### src/rtl/io_bus_arbiter.sv
// Two-master round-robin arbiter in front of the I/O register slave port.
// One transaction in flight: IDLE -> ACCESS (strobes held ACCESS_CYCLES) -> ACK -> IDLE.
module io_bus_arbiter #(
  parameter int AW            = 11,
  parameter int DW            = 32,
  parameter int ACCESS_CYCLES = 1
) (
  input  logic          clk,
  input  logic          rst,
  input  logic          m0_read,
  input  logic          m0_write,
  input  logic [AW-1:0] m0_address,
  input  logic [DW-1:0] m0_writedata,
  input  logic [3:0]    m0_be,
  output logic          m0_ack,
  input  logic          m1_read,
  input  logic          m1_write,
  input  logic [AW-1:0] m1_address,
  input  logic [DW-1:0] m1_writedata,
  input  logic [3:0]    m1_be,
  output logic          m1_ack,
  output logic [DW-1:0] readdata,
  output logic          s_read,
  output logic          s_write,
  output logic [AW-1:0] s_address,
  output logic [DW-1:0] s_writedata,
  output logic [3:0]    s_be,
  input  logic [DW-1:0] s_readdata,
  output logic          busy
);

  localparam logic [1:0] ST_IDLE   = 2'd0;
  localparam logic [1:0] ST_ACCESS = 2'd1;
  localparam logic [1:0] ST_ACK    = 2'd2;
  localparam logic [3:0] CNT_INIT  = 4'(ACCESS_CYCLES - 1);

  logic [1:0]    state_q, state_d;
  logic [3:0]    cnt_q, cnt_d;
  logic          gnt_q, gnt_d;
  logic          last_grant_q, last_grant_d;
  logic          op_write_q, op_write_d;
  logic          s_read_q, s_read_d;
  logic          s_write_q, s_write_d;
  logic [AW-1:0] s_address_q, s_address_d;
  logic [DW-1:0] s_writedata_q, s_writedata_d;
  logic [3:0]    s_be_q, s_be_d;
  logic [DW-1:0] readdata_q, readdata_d;
  logic          m0_ack_q, m0_ack_d;
  logic          m1_ack_q, m1_ack_d;

  logic req0, req1, win1, win_write;

  assign req0 = m0_read | m0_write;
  assign req1 = m1_read | m1_write;
  // On contention the master that was not served last wins.
  assign win1      = (req0 && req1) ? ~last_grant_q : req1;
  assign win_write = win1 ? m1_write : m0_write;

  always_comb begin
    state_d       = state_q;
    cnt_d         = cnt_q;
    gnt_d         = gnt_q;
    last_grant_d  = last_grant_q;
    op_write_d    = op_write_q;
    s_read_d      = s_read_q;
    s_write_d     = s_write_q;
    s_address_d   = s_address_q;
    s_writedata_d = s_writedata_q;
    s_be_d        = s_be_q;
    readdata_d    = readdata_q;
    m0_ack_d      = 1'b0;
    m1_ack_d      = 1'b0;

    case (state_q)
      ST_IDLE: begin
        if (req0 || req1) begin
          gnt_d         = win1;
          op_write_d    = win_write;
          s_address_d   = win1 ? m1_address : m0_address;
          s_writedata_d = win1 ? m1_writedata : m0_writedata;
          s_be_d        = win1 ? m1_be : m0_be;
          s_write_d     = win_write;
          s_read_d      = ~win_write;
          cnt_d         = CNT_INIT;
          state_d       = ST_ACCESS;
        end
      end
      ST_ACCESS: begin
        if (cnt_q == 4'd0) begin
          if (!op_write_q) begin
            readdata_d = s_readdata;
          end
          s_read_d  = 1'b0;
          s_write_d = 1'b0;
          m0_ack_d  = ~gnt_q;
          m1_ack_d  = gnt_q;
          state_d   = ST_ACK;
        end else begin
          cnt_d = cnt_q - 4'd1;
        end
      end
      ST_ACK: begin
        last_grant_d = gnt_q;
        state_d      = ST_IDLE;
      end
      default: begin
        s_read_d  = 1'b0;
        s_write_d = 1'b0;
        state_d   = ST_IDLE;
      end
    endcase
  end

  always_ff @(posedge clk) begin
    if (rst) begin
      state_q       <= ST_IDLE;
      cnt_q         <= 4'd0;
      gnt_q         <= 1'b0;
      last_grant_q  <= 1'b1;
      op_write_q    <= 1'b0;
      s_read_q      <= 1'b0;
      s_write_q     <= 1'b0;
      s_address_q   <= '0;
      s_writedata_q <= '0;
      s_be_q        <= 4'd0;
      readdata_q    <= '0;
      m0_ack_q      <= 1'b0;
      m1_ack_q      <= 1'b0;
    end else begin
      state_q       <= state_d;
      cnt_q         <= cnt_d;
      gnt_q         <= gnt_d;
      last_grant_q  <= last_grant_d;
      op_write_q    <= op_write_d;
      s_read_q      <= s_read_d;
      s_write_q     <= s_write_d;
      s_address_q   <= s_address_d;
      s_writedata_q <= s_writedata_d;
      s_be_q        <= s_be_d;
      readdata_q    <= readdata_d;
      m0_ack_q      <= m0_ack_d;
      m1_ack_q      <= m1_ack_d;
    end
  end

  assign m0_ack      = m0_ack_q;
  assign m1_ack      = m1_ack_q;
  assign s_read      = s_read_q;
  assign s_write     = s_write_q;
  assign s_address   = s_address_q;
  assign s_writedata = s_writedata_q;
  assign s_be        = s_be_q;
  assign readdata    = readdata_q;
  assign busy        = (state_q != ST_IDLE);

endmodule
### config.mk
export PLATFORM = sky130hd
export DESIGN_NAME = io_bus_arbiter
export DESIGN_NICKNAME = d
export VERILOG_FILES = /design/src/rtl/io_bus_arbiter.sv
export SDC_FILE = /design/constraint.sdc
export NUM_CORES = 1
export LEC_CHECK = 0
export BUFFER_PORTS_ARGS = -buffer_cell sky130_fd_sc_hd__buf_2
export CORE_ASPECT_RATIO = 1.5
export CORE_MARGIN = 10
export CORE_UTILIZATION = 40
export CTS_CLUSTER_DIAMETER = 150
export DETAILED_ROUTE_END_ITERATION = 6
export GPL_TIMING_DRIVEN = 0
export PLACE_DENSITY = 0.74
export SLEW_MARGIN = 10
export SYNTH_ARGS = -nofsm -noshare
export SYNTH_HDL_FRONTEND = slang
export SYNTH_SLANG_ARGS = --single-unit
### constraint.sdc
create_clock -name clk -period 4.2 [get_ports clk]
set_input_delay 0.63 -clock clk [delete_from_list [all_inputs] [get_ports clk]]
set_output_delay 0.63 -clock clk [all_outputs]
set_load 0.05 [all_outputs]
# ---- Word-level counts from Yosys, hierarchy flattened
# Cells that the tools add are included.
dict set report totals {
  wordCells 56
  register_bits 92
  inputBits 132
  out_inout_bits 84
}
dict set report classes {
  bitwise 9
  muxes 16
  add_sub_neg 1
  n_reduce_logical 12
  n_eq_ne 5
}
# cell count
set op_table {}
lappend op_table {{32-bit 2-to-1 mux} 1}
lappend op_table {{4-bit 2-to-1 mux} 3}
lappend op_table {{11-bit 2-to-1 mux} 1}
lappend op_table {{3-bit AND reduction} 3}
lappend op_table {{4-bit one-hot mux with 2 select lines} 1}
lappend op_table {{1-bit inverter} 7}
lappend op_table {{2-bit != test, second input constant} 3}
lappend op_table {{1-bit one-hot mux with 3 select lines} 2}
lappend op_table {{1-bit 2-to-1 mux} 5}
lappend op_table {{4-bit logical NOT} 1}
lappend op_table {{2-bit 2-to-1 mux} 2}
lappend op_table {{2-bit one-hot mux with 2 select lines} 1}
lappend op_table {{2-bit AND reduction} 2}
lappend op_table {{2-bit nonzero test} 2}
lappend op_table {{4-bit by 1-bit subtractor with 4-bit output, second input constant} 1}
lappend op_table {{3-bit OR reduction} 1}
lappend op_table {{2-bit by 1-bit equality test with 1-bit output, second input constant} 1}
lappend op_table {{2-bit equality test, second input constant} 1}
lappend op_table {{2-bit logical NOT} 1}
lappend op_table {{1-bit bitwise OR} 2}
lappend op_table {{1-bit logical AND} 1}
lappend op_table {{1-bit logical OR} 1}

# ---- Depth between registers and ports, before layout
dict set report depth {
  word_depth 7
  depth_mapped 8
  depth_no_buf 6
}

# ---- Worst setup path after synthesis
# OpenSTA, ideal clock, no wires.
dict set report synth_path {
  path_kind {reg-to-reg}
  startpoint {reg state_q[1]}
  endpoint {reg s_be_q[1], in the netlist s_be[1]}
  path_stages_with_launch 7
  synth_period_minus_slack_ns 1.665
  setup_time_ns 0.134
  setup_slack_ns 2.535
  required_ns 4.066
  path_buffers 2
  t_arrival_ns 1.530
  path_cell_list {dfxtp_1 > or2_1 > or2_1 > buf_6 > buf_6 > a21oi_1 > a211oi_2}
}
dict set report synth_between {
  elab_chain_len 2
}
# element line
set synth_rtl {}
lappend synth_rtl {{start, declared} 37} ;# logic [1:0] state_q, state_d;
lappend synth_rtl {{start signal, assigned} 130} ;# state_q <= state_d;
lappend synth_rtl {{2-bit logical NOT} 74} ;# case (state_q)
lappend synth_rtl {{2-bit AND reduction (no source line)} -}
lappend synth_rtl {{end signal, assigned} 125} ;# s_be_q <= 4'd0;
lappend synth_rtl {{end signal, assigned} 139} ;# s_be_q <= s_be_d;
lappend synth_rtl {{end, declared} 46} ;# logic [3:0] s_be_q, s_be_d;
# Every way passes these cells.
# A chain may end at the register's enable or synchronous reset.

# ---- Worst setup path in the final report
dict set report layout_path {
  startpoint {reg state_q[1]}
  endpoint {out busy}
}
dict set report layout_between {
  elab_chain_len 1
}
# element line
set layout_rtl {}
lappend layout_rtl {{2-bit nonzero test} 154} ;# assign busy = (state_q != ST_IDLE);
lappend layout_rtl {{end, declared} 29} ;# output logic busy
# Every way passes these cells.

==> results_dict.tcl <==
set metrics [dict create \
    multi_input_comb_area_um2 1710 \
    crit_arrival_ns 1.25 \
    reg2reg_depth 7 \
    grt_pass1_vias 4151 \
    drive_above_1_share_pct 37.6 \
    dr.pass1.iters 4 \
    switchingPower_mw 0.984 \
    num_vias 4088 \
    holdWs_ns 0.451 \
    drt-initial-drc-count 100 \
    finalCriticalPeriod_ns 1.88 \
    ys_warn_count 0 \
    synth_edf_count 0 \
    drc 0 \
    syn_avg_cell_area_um2 8.09 \
    grt_max_degree 15 \
    r2r_end "readdata[6]" \
    post_cts_buffers 0 \
    crit_required_ns 3.57 \
    hold_violations 0 \
    vias_per_cell 5.04 \
    fin_util_pct 57.2 \
    wirelength_mm 12.9 \
    synth-seq-area-share_pct 48.6 \
    grtUsageTotal_pct 17.9 \
    yosysMostFrequentCell "nand2_1" \
    ys.flop_type "dfxtp_1" \
    synthCells 468 \
    finalSetupTns_ns 0 \
    worstSetupPathType "flop to primary output" \
    relSlewSlack_pct 58.6 \
    grt_pass1_wl_mm 20.6 \
    initial_utilization_pct 40.9 \
    place_ws_ns 2.15 \
    cts_buffers 9 \
    fin_total_pwr_mw 2.64 \
    fin_nets 828 \
    die_w_um 99.5 \
    r2r-start "cnt_q[0]" \
    p_leak_nw 2.58 \
    place_congestion 0.767 \
    r2r_setup_slack_ns 2.41 \
    post_drt_wl_per_cell_um 15.9 \
    maxCapViolations 0 \
    antenna_found_initial 0 \
    synth_common_cells "nand2_1 (117), dfxtp_1 (92), a21oi_1 (85)" \
    cts_root_buf "clkbuf_16" \
    synth_top_area_share_pct 48.6 \
    synth_cell_types 33 \
    numPortBuffers 215 \
    yosys.area.top_type "dfxtp_1" \
    holdBufCountCts 0 \
    fillerInstances 872 \
    power_frac_comb_pct 32.1 \
    cts_tree "yes" \
    start_kind "flop" \
    ctsResizeCount 0 \
    endpoint_kind "primary output" \
    hold_start "readdata[18]" \
    synth_top_cells_by_area "dfxtp_1 (49%), nand2_1 (12%), a21oi_1 (11%), a211oi_1 (8.3%), nor2_1 (4.9%)" \
    cts_sinks 92 \
    synth.net_count 602 \
    rsz0062_at_grt "no" \
    hold_path_class "flop to flop" \
    post-route-period-util_pct 44.7 \
    drv_slew 0 \
    fmax_ghz 0.533 \
    setup_viol 0 \
    clockBufferDepth 2 \
    worst-slew-pin-transition_ns 0.621 \
    area_growth_pct 39.7 \
    fp.dieH_um 139 \
    ys_async_sr_fraction_pct 0 \
    worstSetupStartpoint "state_q[1]" \
    rows 43 \
    dieArea_um2 13800 \
    dp_hpwl_mm 10.4 \
    peakVddDrop_mv 0.311 \
    regArea_um2 1840 \
    grt-ovfl-total 0 \
    path_clk_slew_ns 0.06 \
    synth_seq_cells 92 \
    crit_fanout 5 \
    p_per_area_nw_per_um2 499 \
    cts_max_level 3 \
    power_frac_clock_pct 29.5 \
    syn-cell-area_um2 3790 \
    setup_slack_ns 2.32 \
    critical_path.endpoint "busy" \
    p_sw_share_pct 37.2 \
    intPower_mw 1.66 \
    skew_ns 0.00989 \
    ant_nets 0 \
    core_area_um2 9250 \
    p_seq_share_pct 38.5 \
    status "complete, no violations" \
    clk_latency_ns 0.33 \
    ios 216 \
    antenna_cells 0 \
]
## per-layer routing
metal	wire (µm)	global-route usage, %	up-vias
met5	0	0	-
met3	1340	7.53	13
met4	210	6.06	0
li1	-	-	2042
met2	6530	30.7	177
met1	4850	19.0	1856
## layout by cell type (no fill, tap or decap), types with 2 or more instances in the layout
cell       netlist  final
or3_1            4      4
inv_1            2      2
buf_2           12    227
nor2_1          49     49
clkbuf_8         0      3
nand2_1        117    117
nand3_1          2      2
or2_1            2      2
nor4_2           2      2
nand2b_1         2      2
nor3_1           2      2
nor2b_1          3      3
a211oi_2         6      6
a21oi_1         85     85
ha_1             2      2
a211oi_1        42     42
clkbuf_16        0      9
dfxtp_1         92     92
clkinv_2         0      3
buf_6            9      9
clkbuf_1        16     16
o31ai_1          2      2
o21ai_0          4      4
## area by class of cell
type                            instances  share of cell area (%)
Multi-Input combinational cell        336                    32.3
Clock buffer                           12                    5.04
Timing Repair Buffer                  215                    20.3
Tap cell                              112                    2.65
Clock inverter                          4                   0.426
Sequential cell                        92                    34.8
Inverter                                2                   0.142
Buffer                                 38                    4.33
## metrics by stage
stage / cells / cell area [µm²]
floorplan: 468 / 3790
global placement: 795 / 5000
detailed placement: 795 / 5000
CTS: 811 / 5290
global route: 811 / 5290
finish: 811 / 5290
## cell families (layout without fill, tap and decap cells)
| group | count (synthesis) | after routing | share of synthesized area [%] |
|---|---|---|---|
| mux | 1 | 1 | 0.264 |
| simple gates | 191 | 191 | 21.2 |
| fa+ha+maj | 2 | 2 | 0.661 |
| buf+inv | 40 | 271 | 6.24 |
| compound gates | 142 | 142 | 23.0 |
| flops | 92 | 92 | 48.6 |
## flip-flops by register name, indices dropped and copies added (netlist names), 2 cells and up
signal,count
readdata,32
s_writedata,32
s_address,11
state_q,2
cnt_q,4
s_be,4
## worst min path at each step
stage | to | slack (ns) | depth (start not counted)
after floorplan | m0_ack | 0.44 | 1
after global placement | readdata[18] | 0.44 | 2
after detailed placement | readdata[18] | 0.44 | 2
after CTS | readdata[18] | 0.45 | 2
after global routing | readdata[5] | 0.48 | 2
final | readdata[18] | 0.45 | 2
## worst max-delay path, cell delays in order, from the launching register on
cell,delay (ns)
dfxtp_1,0.39
or2_1,0.21
buf_2,0.31
## power by group through the flow
stage               Sequential, mW  Combinational, mW  Clock [mW]
floorplan                     1.35              0.296           0
global placement              1.03              0.844           0
detailed placement            1.03              0.855           0
CTS                           1.02              0.857       0.790
global route                  1.03              0.913       0.832
finish                        1.02              0.847       0.778
Power figures use the tool's default switching activity.
